[src/rtl/decoder_scan_pkg.sv]
// Shared types and sizing for the decoder scan sequencer.
package decoder_scan_pkg;
   typedef enum logic [1:0] {IDLE, DWELL, BLANK} scan_state_t;
   localparam int SLOT_COUNT = 8;
   localparam int SLOT_W     = 3;
endpackage

[src/rtl/decoder_scan_next_slot.sv]
// Picks the lowest enabled slot above the current one, falling back to the lowest enabled slot on wrap.
module decoder_scan_next_slot
   import decoder_scan_pkg::*;
(
   input  logic [SLOT_COUNT-1:0] mask,
   input  logic [SLOT_W-1:0]     slot,
   output logic [SLOT_W-1:0]     next_slot,
   output logic                  wrap,
   output logic                  none_set
);
   always_comb begin
      next_slot = '0;
      wrap      = 1'b1;
      none_set  = (mask == '0);
      // Descending scan so the last hit is the lowest qualifying bit.
      for (int i = SLOT_COUNT - 1; i >= 0; i--) begin
         if (mask[i] && (i > int'(slot))) begin
            next_slot = SLOT_W'(i);
            wrap      = 1'b0;
         end
      end
      if (wrap) begin
         for (int i = SLOT_COUNT - 1; i >= 0; i--) begin
            if (mask[i]) next_slot = SLOT_W'(i);
         end
      end
   end
endmodule

[src/rtl/decoder_scan_sequencer.sv]
// Drives a 3:8 decoder through the masked slots with a dwell (enabled) and blank (disabled) phase per slot.
// Define SCAN_SEQ_HOLD_EN to add Hold_In, which freezes an active scan in place.
module decoder_scan_sequencer
   import decoder_scan_pkg::*;
#(
   parameter int DWELL_CYCLES = 16,
   parameter int BLANK_CYCLES = 2,
   parameter int CNT_WIDTH    = 16
) (
   input  logic                  Clock_In,
   input  logic                  Reset_In,
   input  logic                  Start_In,
   input  logic                  Stop_In,
   input  logic                  Single_Shot_In,
   input  logic [SLOT_COUNT-1:0] Slot_Mask_In,
`ifdef SCAN_SEQ_HOLD_EN
   input  logic                  Hold_In,
`endif
   output logic                  Enable_Out,
   output logic [SLOT_W-1:0]     Encoded_Value_Out,
   output logic                  Slot_Start_Out,
   output logic                  Pass_Done_Out,
   output logic                  Busy_Out
);
   localparam logic [CNT_WIDTH-1:0] DWELL_LAST = CNT_WIDTH'(DWELL_CYCLES - 1);
   localparam logic [CNT_WIDTH-1:0] BLANK_LAST =
      CNT_WIDTH'((BLANK_CYCLES > 0) ? BLANK_CYCLES - 1 : 0);

   scan_state_t          state;
   logic [CNT_WIDTH-1:0] cnt;
   logic [SLOT_W-1:0]    cur_slot, next_slot;
   logic                 wrap, none_set, hold, sel_edge;

   // From IDLE, searching above the top slot always wraps to the lowest enabled slot.
   assign cur_slot = (state == IDLE) ? SLOT_W'(SLOT_COUNT - 1) : Encoded_Value_Out;

   decoder_scan_next_slot u_next (
      .mask      (Slot_Mask_In),
      .slot      (cur_slot),
      .next_slot (next_slot),
      .wrap      (wrap),
      .none_set  (none_set)
   );

`ifdef SCAN_SEQ_HOLD_EN
   assign hold = Hold_In && (state != IDLE);
`else
   assign hold = 1'b0;
`endif

   assign sel_edge = ((state == BLANK) && (cnt == BLANK_LAST)) ||
                     ((state == DWELL) && (cnt == DWELL_LAST) && (BLANK_CYCLES == 0));

   always_ff @(posedge Clock_In) begin
      if (Reset_In || Stop_In) begin
         state             <= IDLE;
         cnt               <= '0;
         Enable_Out        <= 1'b0;
         Encoded_Value_Out <= '0;
         Slot_Start_Out    <= 1'b0;
         Pass_Done_Out     <= 1'b0;
         Busy_Out          <= 1'b0;
      end else if (hold) begin
         Slot_Start_Out <= 1'b0;
         Pass_Done_Out  <= 1'b0;
      end else begin
         Slot_Start_Out <= 1'b0;
         Pass_Done_Out  <= 1'b0;
         if (sel_edge) begin
            cnt           <= '0;
            Pass_Done_Out <= wrap;
            if (none_set || (wrap && Single_Shot_In)) begin
               state      <= IDLE;
               Enable_Out <= 1'b0;
               Busy_Out   <= 1'b0;
            end else begin
               state             <= DWELL;
               Enable_Out        <= 1'b1;
               Slot_Start_Out    <= 1'b1;
               Encoded_Value_Out <= next_slot;
            end
         end else begin
            case (state)
               IDLE: if (Start_In && !none_set) begin
                  state             <= DWELL;
                  cnt               <= '0;
                  Enable_Out        <= 1'b1;
                  Busy_Out          <= 1'b1;
                  Slot_Start_Out    <= 1'b1;
                  Encoded_Value_Out <= next_slot;
               end
               DWELL: if (cnt == DWELL_LAST) begin
                  state      <= BLANK;
                  cnt        <= '0;
                  Enable_Out <= 1'b0;
               end else begin
                  cnt <= cnt + 1'b1;
               end
               BLANK:   cnt <= cnt + 1'b1;
               default: state <= IDLE;
            endcase
         end
      end
   end
endmodule

[config.mk]
export PLATFORM = sky130hd
export DESIGN_NAME = decoder_scan_sequencer
export DESIGN_NICKNAME = d
export VERILOG_FILES = /design/src/rtl/decoder_scan_pkg.sv /design/src/rtl/decoder_scan_next_slot.sv /design/src/rtl/decoder_scan_sequencer.sv
export SDC_FILE = /design/constraint.sdc
export NUM_CORES = 1
export LEC_CHECK = 0
export BUFFER_PORTS_ARGS = -buffer_cell sky130_fd_sc_hd__buf_4
export CORE_MARGIN = 3
export CORE_UTILIZATION = 40
export DETAILED_ROUTE_END_ITERATION = 12
export MAX_ROUTING_LAYER = met4
export RECOVER_POWER = 50
export SETUP_SLACK_MARGIN = 0.4
export SYNTH_ARGS = -nofsm -noshare
export SYNTH_HDL_FRONTEND = slang
export SYNTH_HIERARCHICAL = 1
export SYNTH_SLANG_ARGS = --single-unit
[constraint.sdc]
create_clock -name Clock_In -period 4.1 [get_ports Clock_In]
set_input_delay 0.41 -clock Clock_In [delete_from_list [all_inputs] [get_ports Clock_In]]
set_output_delay 0.41 -clock Clock_In [all_outputs]
set_load 0.01 [all_outputs]
# --- After elaboration in Yosys (flattened, before gate mapping) ---
# Cells that the tools add are included.
totals:
  register_bits: 25
  latchBits: 0
  ramBits: 0
  romBits: 0
  output_inout_bits: 7
  elab_cells: 99
  n_memories: 0
op_classes:
  n_addsub: 1
  n_mul: 0
  n_div: 0
  n_lt_le_gt_ge: 7
  eq_ne: 10
  shift: 0
  mux: 47
  bitwise: 1
  n_reduce_logical: 26
op_table:
  columns: ["cell", "n"]
  rows:
  - ["two-way mux 3 bit", 21]
  - ["one-hot mux 16 bit (3 select lines)", 1]
  - ["two-way mux 16 bit", 2]
  - ["two-way mux 1 bit", 18]
  - ["adder 16 x 1 -> 16 bit, second input constant", 1]
  - ["== test 16 x 1 -> 1 bit, second input constant", 1]
  - ["== test 16 x 4 -> 1 bit, second input constant", 1]
  - ["greater-than comparator 3 bit, first input constant", 4]
  - ["AND reduction 3 bit", 4]
  - ["logical AND 1 bit", 10]
  - ["zero test 8 bit", 1]
  - ["greater-than comparator 2 x 3 -> 1 bit, first input constant", 2]
  - ["two-way mux 2 bit", 3]
  - ["inequality test 3 x 2 -> 1 bit, second input constant", 2]
  - ["one-hot mux 2 bit (3 select lines)", 1]
  - ["nonzero test 3 bit", 2]
  - ["inequality test 2 x 1 -> 1 bit, second input constant", 2]
  - ["inequality test 2 bit, second input constant", 2]
  - ["nonzero test 2 bit", 2]
  - ["OR reduction 2 bit", 2]
  - ["greater-than comparator 1 x 3 -> 1 bit, first input constant", 1]
  - ["== test 2 x 1 -> 1 bit, second input constant", 1]
  - ["== test 2 bit, second input constant", 1]
  - ["zero test 2 bit", 1]
  - ["5 further kinds", 6]

# --- Longest topological paths before layout ---
# Gate-level depths: netlist of run 1.
depth:
  ltp_word: 23
  ltp_mapped: 14

# --- By module ---
# Netlist of run 1, hierarchy kept.
by_module_without_submodules:
  columns: ["module", "n_inst", "cells_each", "area_each_um2", "seq_area_each_um2"]
  rows:
  - ["decoder_scan_sequencer", 1, 169, 1402.6, 500.5]
  - ["decoder_scan_next_slot", 1, 46, 312.8, 0.0]

# --- Worst setup path before layout of run 1 ---
# No wires, ideal clock.
synth_path:
  path_kind: "register to register"
  from: "register state[0]"
  to: "register Encoded_Value_Out[0]"
  setup_time_ns: 0.129
  arrival_ns: 2.457
  path_slack_ns: 1.514
  stages_incl_launch_ff: 13
  n_path_buf: 2
  period_less_slack_ns: 2.586
  cell_sequence: "dfxtp_1 inv_1 ha_1 clkbuf_1 or2_2 buf_4 or3_1 o31ai_2 nor2_1 and2_1 mux2_2 o211ai_1 o31ai_1"
synth_between:
  word_cells_on_any_way: 51
  cone_classes: "order compare: 7; eq/ne: 2; mux: 28; reduce/logical: 14"
synth_rtl:
  columns: ["item", "line", "text"]
  rows:
  - ["from (decl)", "decoder_scan_sequencer.sv:29", "scan_state_t state;"]
  - ["from (signal assigned)", "decoder_scan_sequencer.sv:56", "state <= IDLE;"]
  - ["from (signal assigned)", "decoder_scan_sequencer.sv:73", "state <= IDLE;"]
  - ["from (signal assigned)", "decoder_scan_sequencer.sv:77", "state <= DWELL;"]
  - ["zero test 2 bit *", "decoder_scan_sequencer.sv:35", "assign cur_slot = (state == IDLE) ? SLOT_W'(SLOT_COUNT - 1) : Encoded_Value_Out;"]
  - ["two-way mux 3 bit *", "decoder_scan_sequencer.sv:35", null]
  - ["named net cur_slot[1]", "decoder_scan_sequencer.sv:31", "logic [SLOT_W-1:0] cur_slot, next_slot;"]
  - ["greater-than comparator 3 bit", "decoder_scan_next_slot.sv:17", "if (mask[i] && (i > int'(slot))) begin"]
  - ["logical AND 1 bit", "decoder_scan_next_slot.sv:17", null]
  - ["two-way mux 1 bit (6 in series)", "decoder_scan_next_slot.sv:17", null]
  - ["two-way mux 1 bit *", "decoder_scan_next_slot.sv:17", null]
  - ["named net wrap", "decoder_scan_sequencer.sv:32", "logic wrap, none_set, hold, sel_edge;"]
  - ["two-way mux 3 bit or logical AND 1 bit (tied branches)", "decoder_scan_next_slot.sv:22, decoder_scan_sequencer.sv:72", null]
  - ["two-way mux 3 bit or logical OR 1 bit (tied branches)", "decoder_scan_sequencer.sv:84, decoder_scan_sequencer.sv:72", null]
  - ["two-way mux 3 bit or inequality test 2 bit (tied branches)", null, null]
  - ["two-way mux 3 bit or AND reduction 3 bit (tied branches)", null, null]
  - ["to (signal assigned)", "decoder_scan_sequencer.sv:80", "Encoded_Value_Out <= next_slot;"]
  - ["to (signal assigned)", "decoder_scan_sequencer.sv:90", "Encoded_Value_Out <= next_slot;"]
  - ["to (decl)", "decoder_scan_sequencer.sv:20", "output logic [SLOT_W-1:0] Encoded_Value_Out,"]
# The timed path passes the listed nets; every way through them passes the cells marked *. The select of a mux whose other input is x is not followed.
# A chain may end at the register's enable or synchronous reset.

# --- Final worst setup path of run 1 ---
layout_path:
  from: "register state[0]"
  to: "register Encoded_Value_Out[1]"
# The elaborated chain is that of the path after synthesis.

==> results of run 1 <==
[cell type report]
type                       count  area, um2  area share
multi-input combinational    174       1140       0.602
clock buffer                   4       45.0      0.0238
timing repair buffer          19        116      0.0614
tap                           50       62.6      0.0330
inverter                       8       30.0      0.0159
sequential                    25        500       0.264
[logic make-up (layout without fill, tap and decap cells)]
kind of cell    after synthesis  after routing  synth area share
compound gates               48             48             0.209
fa+ha+maj                     6              6            0.0438
xor+xnor                      7              7            0.0357
flops                        25             25             0.292
simple gates                111            111             0.368
buf+inv                      16             31            0.0401
mux                           2              2            0.0124
[cells in the final DEF, fill, tap and decap left out, types with 2 or more instances in the layout]
cell / count
nand2_1: 23
buf_4: 12
a31oi_1: 8
o21ai_0: 6
nor4_1: 3
and3_1: 4
or2_0: 2
or2_2: 3
ha_1: 6
nor3_1: 8
inv_1: 7
o21a_1: 2
nand4b_1: 2
clkbuf_1: 8
o211ai_1: 3
nand3_1: 13
a211oi_1: 3
o31ai_1: 6
or4_1: 8
xor2_1: 7
dfxtp_1: 25
or3_1: 4
nand2b_1: 6
nand4_1: 5
clkbuf_8: 3
a21oi_1: 7
nor2_1: 21
[path summary, 6_finish.rpt]
kind | to | slack [ns] | depth (start not counted)
worst max-delay path | Encoded_Value_Out[1] | 1.30 | 10
worst min-delay path | Busy_Out | 0.31 | 2
worst max register to register | Encoded_Value_Out[1] | 1.30 | 10
worst min register to register | cnt[1] | 0.50 | 2
[state kept, by name, summed over array words and instances (netlist names)]
register	cells
cnt	16
Enable_Out	1
Slot_Start_Out	1
Encoded_Value_Out	3
state	2
Pass_Done_Out	1
Busy_Out	1
[through the flow]
step           power (mW)  hold slack [ns]  instances
2_1_floorplan       0.308            0.462        215
3_3_place_gp        0.334            0.474        276
3_5_place_dp        0.333            0.487        276
4_1_cts             0.482            0.306        280
5_1_grt             0.495            0.307        280
6_report            0.474            0.306        280
[power groups by stage]
stage / sequential, mW / combinational, mW / clock (mW)
floorplan: 0.255 / 0.0535 / 0
detailed placement: 0.254 / 0.0791 / 0
finish: 0.248 / 0.0773 / 0.148
CTS: 0.248 / 0.0796 / 0.154
global placement: 0.254 / 0.0800 / 0
global route: 0.249 / 0.0861 / 0.160
[metal layers]
metal,vias to the layer above,global-route usage,part of all wire
li1,829,-,-
met1,739,0.198,0.47
met2,42,0.282,0.48
met3,2,0.0266,0.048
met4,0,0.0251,0.0035
met5,-,-,0
==> flow_summary.yaml, run 1 <==
sta:
  fmax_ghz: 0.357
  drv_slew: 0
  rsz0062_at_grt: "no"
  finClkSkew_ns: 0.00337
  tightest_slew_ns: 0.929
  finalHoldViolations: 0
  layout_setup_ws_ns: 1.30
  fin_crit_ns: 2.80
  tns_ns: 0
  slew_headroom: 0.375
  timing.final.crit_share: 0.683
  setup_viol: 0
clocking:
  cts_sinks: 25
  post_cts_resized: 0
  cts.clk_slew.worst_paths_ns: 0.09
  cts_buffers: 3
  cts_root_buffer: "clkbuf_8"
  post_cts_buffers: 0
  postCtsHoldBufs: 0
  cts_tree: "done"
  clock_path_buffers: 2
  h-tree-depth: 1
  clk_latency_ns: 0.27
setup_path:
  crit_arrival_ns: 2.94
  max_stage_delay_ns: 0.47
  required_ns: 4.24
  critical_path_class: "flop to flop"
  crit_family: "simple AND/OR/NAND/NOR gates"
  start_kind: "flop"
  startpoint: "state[0]"
  cp_cell_sequence: "inv_1 -> ha_1 -> or2_0 -> or3_1 -> o31ai_2 -> nor2_1 -> and2_1 -> mux2_2 -> o211ai_1 -> o31ai_1"
  r2r-start: "state[0]"
  end_kind: "flop"
  crit_slowest_cell: "or3_1"
  crit_buf_inv: 1
  path_max_fanout: 12
layout:
  fin_nets: 250
  syn2layout_area_growth_pct: 10.4
  final_area_um2: 1890
  diodes: 0
  n_fill_cell: 427
  post-route-util: 0.467
  drive_above_1_share: 0.130
synthesis:
  synth_top_area_cell: "dfxtp_1"
  synth_edf_count: 0
  async_reset_ff_frac: 0
  synthTopCellsByCount: "dfxtp_1, nand2_1, nor2_1"
  ys.flop_type: "dfxtp_1"
  synth_top_area_frac: 0.292
  ys_seq_area_frac: 0.292
  synthTopCellsByArea: "dfxtp_1, nand2_1, nor2_1"
  syn_inst: 215
  yosysMostFrequentCell: "dfxtp_1"
  ys_ff_latch: 25
  synthesis.area_um2: 1720
  synth_nets: 234
  avgSynthCellArea_um2: 7.98
  synthDistinctLibCells: 53
  yosysWarnings: 6
power_and_ir_drop:
  p_switching_uw: 126
  switching_share: 0.265
  ir_worst_vdd_v: 0.000201
  power_frac_seq: 0.524
  pwr-share-comb: 0.163
  internal-power_uw: 348
  power_leakage_nw: 0.640
  power.density_nw_per_um2: 250
  clkPwrFrac: 0.313
route:
  viasPerCell: 5.76
  via_count: 1612
  dr.pass1.iters: 4
  drt-total-wl_mm: 3.96
  drtIter0Drc: 74
  wl_per_cell_um: 14.2
  remaining_drc_errors: 0
  final_antenna_net_count: 0
grt:
  grt_pass1_wl_mm: 6.60
  first_global_vias: 1493
  overflow: 0
  antenna_found_initial: 0
  grt_max_degree: 20
  grt_usage: 0.161
hold_path:
  min_from: "Reset_In"
  holdCritPathClass: "input port to flop"
floorplan:
  die_h_um: 71.5
  dieArea_um2: 5110
  rows: 23
  io_pins: 20
  coreArea_um2: 4060
  die_w_um: 71.5
  initial_utilization: 0.423
place:
  hpwl_mm: 2.93
  pre_cts_ws_ns: 1.42
  portBuffers: 19
  dpl_cell_area_um2: 1880
  gp_congestion: 0.818
flow_run:
  max_cap_viol_count: 0
run_status:
  outcome: "complete, no violations"
No activity file was read; power rests on OpenSTA's default activity.
==> run 2: changes to the inputs <==
==> constraint.sdc (replaced) <==
create_clock -name Clock_In -period 2.3 [get_ports Clock_In]
set_input_delay 0.23 -clock Clock_In [delete_from_list [all_inputs] [get_ports Clock_In]]
set_output_delay 0.23 -clock Clock_In [all_outputs]
set_load 0.01 [all_outputs]
==> run 2 against run 1 <==
Net effect:
- highest routed layer unchanged
- die area unchanged
- via count is 12% higher
- sequential power rose by 78%
- largest power group unchanged
- critical path type unchanged
==> flow_summary.yaml, run 2 (synthesized netlist as in run 1, its figures left out) <==
sta:
  rsz0062_at_grt: "yes"
  hold_ws_ns: 0.134
  fin_crit_ns: 2.22
  finClkSkew_ns: 0.00716
  setup_viol: 0
  drv_slew: 0
  timing.final.crit_share: 0.965
  finalHoldViolations: 0
  fmax_ghz: 0.451
  layout_setup_ws_ns: 0.0813
  tightest_slew_ns: 0.595
  slew_headroom: 0.600
setup_path:
  endpoint: "Encoded_Value_Out[1]"
  required_ns: 2.47
  start_kind: "flop"
  r2r_slack_ns: 0.08
  r2r-start: "state[1]"
  crit_arrival_ns: 2.39
  critical_path_class: "flop to flop"
  path_max_fanout: 7
  end_kind: "flop"
  r2r_end: "Encoded_Value_Out[1]"
  startpoint: "state[1]"
  worstRegToRegCells: 10
clocking:
  cts_buffers: 3
  clk_latency_ns: 0.28
  cts_sinks: 25
  h-tree-depth: 1
  cts_root_buffer: "clkbuf_8"
  clock_path_buffers: 2
  cts.clk_slew.worst_paths_ns: 0.09
  cts_tree: "done"
  postCtsHoldBufs: 0
layout:
  syn2layout_area_growth_pct: 40.3
  fin_nets: 287
  n_fill_cell: 393
  top_regs: "cnt (16), Encoded_Value_Out (3), state (2)"
  diodes: 0
  layoutNonFillerInstCount: 317
  regMostFlops: "cnt"
  largest_reg_flops: 16
  layout_commonest_cell: "buf_4"
  final_cell_mix: "buf_4, nand2_1, dfxtp_1"
  drive_above_1_share: 0.393
power_and_ir_drop:
  power.density_nw_per_um2: 386
  ir_worst_vdd_v: 0.000429
  power_frac_seq: 0.475
  internal-power_uw: 668
  clkPwrFrac: 0.295
  switching_share: 0.281
  power_leakage_nw: 0.876
  pwr-share-comb: 0.230
  p_total_uw: 929
  p_switching_uw: 261
place:
  hpwl_mm: 3.34
  gp_congestion: 0.851
  pre_cts_ws_ns: -0.0172
  placedCellCount: 292
  portBuffers: 19
floorplan:
  io_pins: 20
  initial_utilization: 0.423
  rows: 23
  die_w_um: 71.5
  coreArea_um2: 4060
  dieArea_um2: 5110
  die_h_um: 71.5
grt:
  grt_usage: 0.197
  overflow: 0
  first_global_vias: 1714
  grt_pass1_wl_mm: 8.13
  antenna_found_initial: 0
  grt_max_degree: 16
route:
  dr.pass1.iters: 4
  drt-total-wl_mm: 4.87
  drtIter0Drc: 107
  final_antenna_net_count: 0
  wl_per_cell_um: 15.4
  via_count: 1810
  viasPerCell: 5.71
  remaining_drc_errors: 0
flow_run:
  max_cap_viol_count: 0
run_status:
  outcome: "complete, no violations"
hold_path:
  holdCritPathClass: "input port to flop"
run 2: how the worst min path moves through the flow:
stage,depth (start not counted),startpoint,end
2_1_floorplan,1,Reset_In,Busy_Out
3_3_place_gp,2,Reset_In,Busy_Out
3_5_place_dp,2,Stop_In,Busy_Out
4_1_cts,2,Reset_In,Slot_Start_Out
5_1_grt,2,Reset_In,Busy_Out
6_report,2,Reset_In,Busy_Out
run 2: through the flow:
stage           util  instance area, um2  setup TNS, ns
2_1_floorplan      -                1840         -0.311
3_3_place_gp   0.518                2100              0
3_5_place_dp   0.518                2100        -0.0177
4_1_cts        0.580                2350              0
5_1_grt        0.593                2410              0
6_report       0.593                2410              0
run 2: repair_timing:
| action | in CTS | in global routing |
|---|---|---|
| setup buffers | 16 | 5 |
| hold endpoints to repair | 0 | 0 |
| setup endpoints to repair | 23 | 25 |
| pin swaps | 21 | 27 |
| gates resized for setup | 19 | 20 |
run 2: power groups by stage:
stage / Combinational (mW) / Clock (mW) / Sequential (mW)
floorplan: 0.109 / 0 / 0.453
global placement: 0.169 / 0 / 0.452
detailed placement: 0.169 / 0 / 0.452
CTS: 0.194 / 0.288 / 0.440
global route: 0.230 / 0.304 / 0.442
finish: 0.213 / 0.274 / 0.441
run 2: final cells by class:
| cell class | instances | area [um2] | share of cell area |
|---|---|---|---|
| sequential | 25 | 509 | 0.212 |
| multi-input combinational | 174 | 1330 | 0.554 |
| clock inverter | 1 | 6.26 | 0.00260 |
| timing repair buffer | 56 | 422 | 0.175 |
| clock buffer | 3 | 41.3 | 0.0172 |
| inverter | 8 | 32.5 | 0.0135 |
| tap | 50 | 62.6 | 0.0260 |
run 2: critical path, cell delays in order, from the launching register on:
cell      delay, ns
dfxtp_4        0.36
inv_4          0.04
ha_4           0.16
or2_4          0.26
or3_4          0.41
nand3b_4       0.09
nor2_2         0.05
and2_4         0.14
mux2_4         0.30
o211ai_1       0.19
o31ai_1        0.11
run 2: layer usage:
layer	wire [um]	global-route usage
met4	55	0.0355
met2	2250	0.293
met1	2370	0.279
met5	0	-
met3	196	0.0421
==> run 3: changes to the inputs <==
--- a/config.mk
+++ b/config.mk
@@ -6,7 +6,7 @@
 export NUM_CORES = 1
 export LEC_CHECK = 0
 export BUFFER_PORTS_ARGS = -buffer_cell sky130_fd_sc_hd__buf_4
-export CORE_MARGIN = 3
+export CORE_MARGIN = 5
 export CORE_UTILIZATION = 40
 export DETAILED_ROUTE_END_ITERATION = 12
 export MAX_ROUTING_LAYER = met4
==> run 3 against run 2 <==
Net effect:
- clock-buffer cell count did not move
- die area up 12%
- non-clock buffer count down 9
- worst setup slack better by 0.045 ns
- flip-flop and latch count unchanged
- combinational power down 9.9%
- global-route usage fell by 2.6 points
==> flow_summary.yaml, run 3 (synthesized netlist as in run 1, its figures left out) <==
clocking:
  cts_buffers: 3
  clk_latency_ns: 0.27
  cts_sinks: 25
  cts.clk_slew.worst_paths_ns: 0.09
  clock_path_buffers: 2
  cts_tree: "done"
  h-tree-depth: 1
  postCtsHoldBufs: 0
  cts_root_buffer: "clkbuf_8"
sta:
  fmax_ghz: 0.460
  fin_crit_ns: 2.17
  tightest_slew_ns: 0.575
  tns_ns: 0
  drv_slew: 0
  setup_viol: 0
  slew_headroom: 0.613
  timing.final.crit_share: 0.945
  layout_setup_ws_ns: 0.126
  finalHoldViolations: 0
  rsz0062_at_grt: "yes"
  finClkSkew_ns: 0.00294
route:
  remaining_drc_errors: 0
  via_count: 1773
  final_antenna_net_count: 0
  wl_per_cell_um: 14.6
  drtIter0Drc: 58
  viasPerCell: 5.76
  drt-total-wl_mm: 4.51
  dr.pass1.iters: 4
setup_path:
  cp_cell_sequence: "or4_4 -> clkbuf_1 -> nor4_2 -> or2_4 -> buf_6 -> or3_4 -> a21oi_2"
  crit_buf_inv: 2
  end_kind: "flop"
  required_ns: 2.47
  start_kind: "flop"
  path_max_fanout: 7
  crit_family: "simple AND/OR/NAND/NOR gates"
  critical_path_class: "flop to flop"
  crit_arrival_ns: 2.35
  crit_slowest_cell: "or4_4"
  max_stage_delay_ns: 0.58
grt:
  grt_usage: 0.172
  first_global_vias: 1616
  grt_pass1_wl_mm: 7.58
  grt_max_degree: 15
  antenna_found_initial: 0
  overflow: 0
run_status:
  outcome: "complete, no violations"
hold_path:
  holdCritPathClass: "input port to flop"
layout:
  layoutNonFillerInstCount: 308
  fin_nets: 278
  diodes: 0
  top_regs: "cnt (16), Encoded_Value_Out (3), state (2)"
  final_area_um2: 2290
  syn2layout_area_growth_pct: 33.3
  layout_commonest_cell: "buf_4"
  drive_above_1_share: 0.357
  largest_reg_flops: 16
  regMostFlops: "cnt"
  final_cell_mix: "buf_4, dfxtp_1, nand2_1"
power_and_ir_drop:
  power_leakage_nw: 0.801
  power.density_nw_per_um2: 392
  ir_worst_vdd_v: 0.000277
floorplan:
  io_pins: 20
  die_w_um: 75.5
  coreArea_um2: 4090
  dieArea_um2: 5700
  initial_utilization: 0.420
  die_h_um: 75.5
  rows: 23
place:
  gp_congestion: 0.832
  placedCellCount: 294
  hpwl_mm: 3.39
  dpl_cell_area_um2: 2120
  portBuffers: 19
  pre_cts_ws_ns: 0.0847
flow_run:
  max_cap_viol_count: 0
## run 3: cell count changes in the layout (fill, tap and decap cells not counted), sizes merged
cell / delta
buf: -11
clkbuf: +2
clkinv: +1
inv: -1
## run 3: per-layer routing
| layer | vias to the layer above | wire, um | part of all wire | global-route usage |
|---|---|---|---|---|
| li1 | 895 | - | - | - |
| met1 | 826 | 2230 | 0.49 | 0.250 |
| met2 | 48 | 1960 | 0.43 | 0.254 |
| met3 | 4 | 296 | 0.066 | 0.0303 |
| met4 | 0 | 25 | 0.0055 | 0.0233 |
| met5 | - | 0 | 0 | - |
## run 3: power breakdown
group | internal (mW) | leakage [nW] | switching (mW) | total [mW]
registers | 0.437 | 0.204 | 0.00429 | 0.442
clock network | 0.121 | 0.0255 | 0.142 | 0.263
logic | 0.0934 | 0.571 | 0.0985 | 0.192
total | 0.652 | 0.801 | 0.245 | 0.897
## run 3: repair_timing
item / 4_1_cts / 5_1_grt
endpoints found under the hold margin: 0 / 0
gates resized for setup: 7 / 21
endpoints found under the setup margin: 21 / 24
pin swaps: 21 / 18
buffers inserted: 5 / 5
## run 3: area by class of cell
type	instances	area, um2
inverters	8	32.5
clock buffers	3	41.3
well taps	50	62.6
fillers	400	1800
repair buffers	47	323
multi-input cells	174	1310
flip-flops and latches	25	508
clock inverters	1	5.00
## run 3: per-stage QoR
step	power (mW)	hold slack (ns)	util
after detailed placement	0.625	0.417	0.518
after floorplan	0.562	0.307	-
after global routing	0.941	0.120	0.559
after CTS	0.903	0.125	0.543
final	0.897	0.129	0.559
after global placement	0.625	0.418	0.518
## run 3: worst paths after layout
check	from	end	slack (ns)	depth (start not counted)
setup / recovery	cnt[7]	cnt[0]	0.13	7
hold / removal	Reset_In	Busy_Out	0.13	2
setup reg to reg	cnt[7]	cnt[0]	0.13	7
hold reg to reg	cnt[1]	cnt[1]	0.52	2
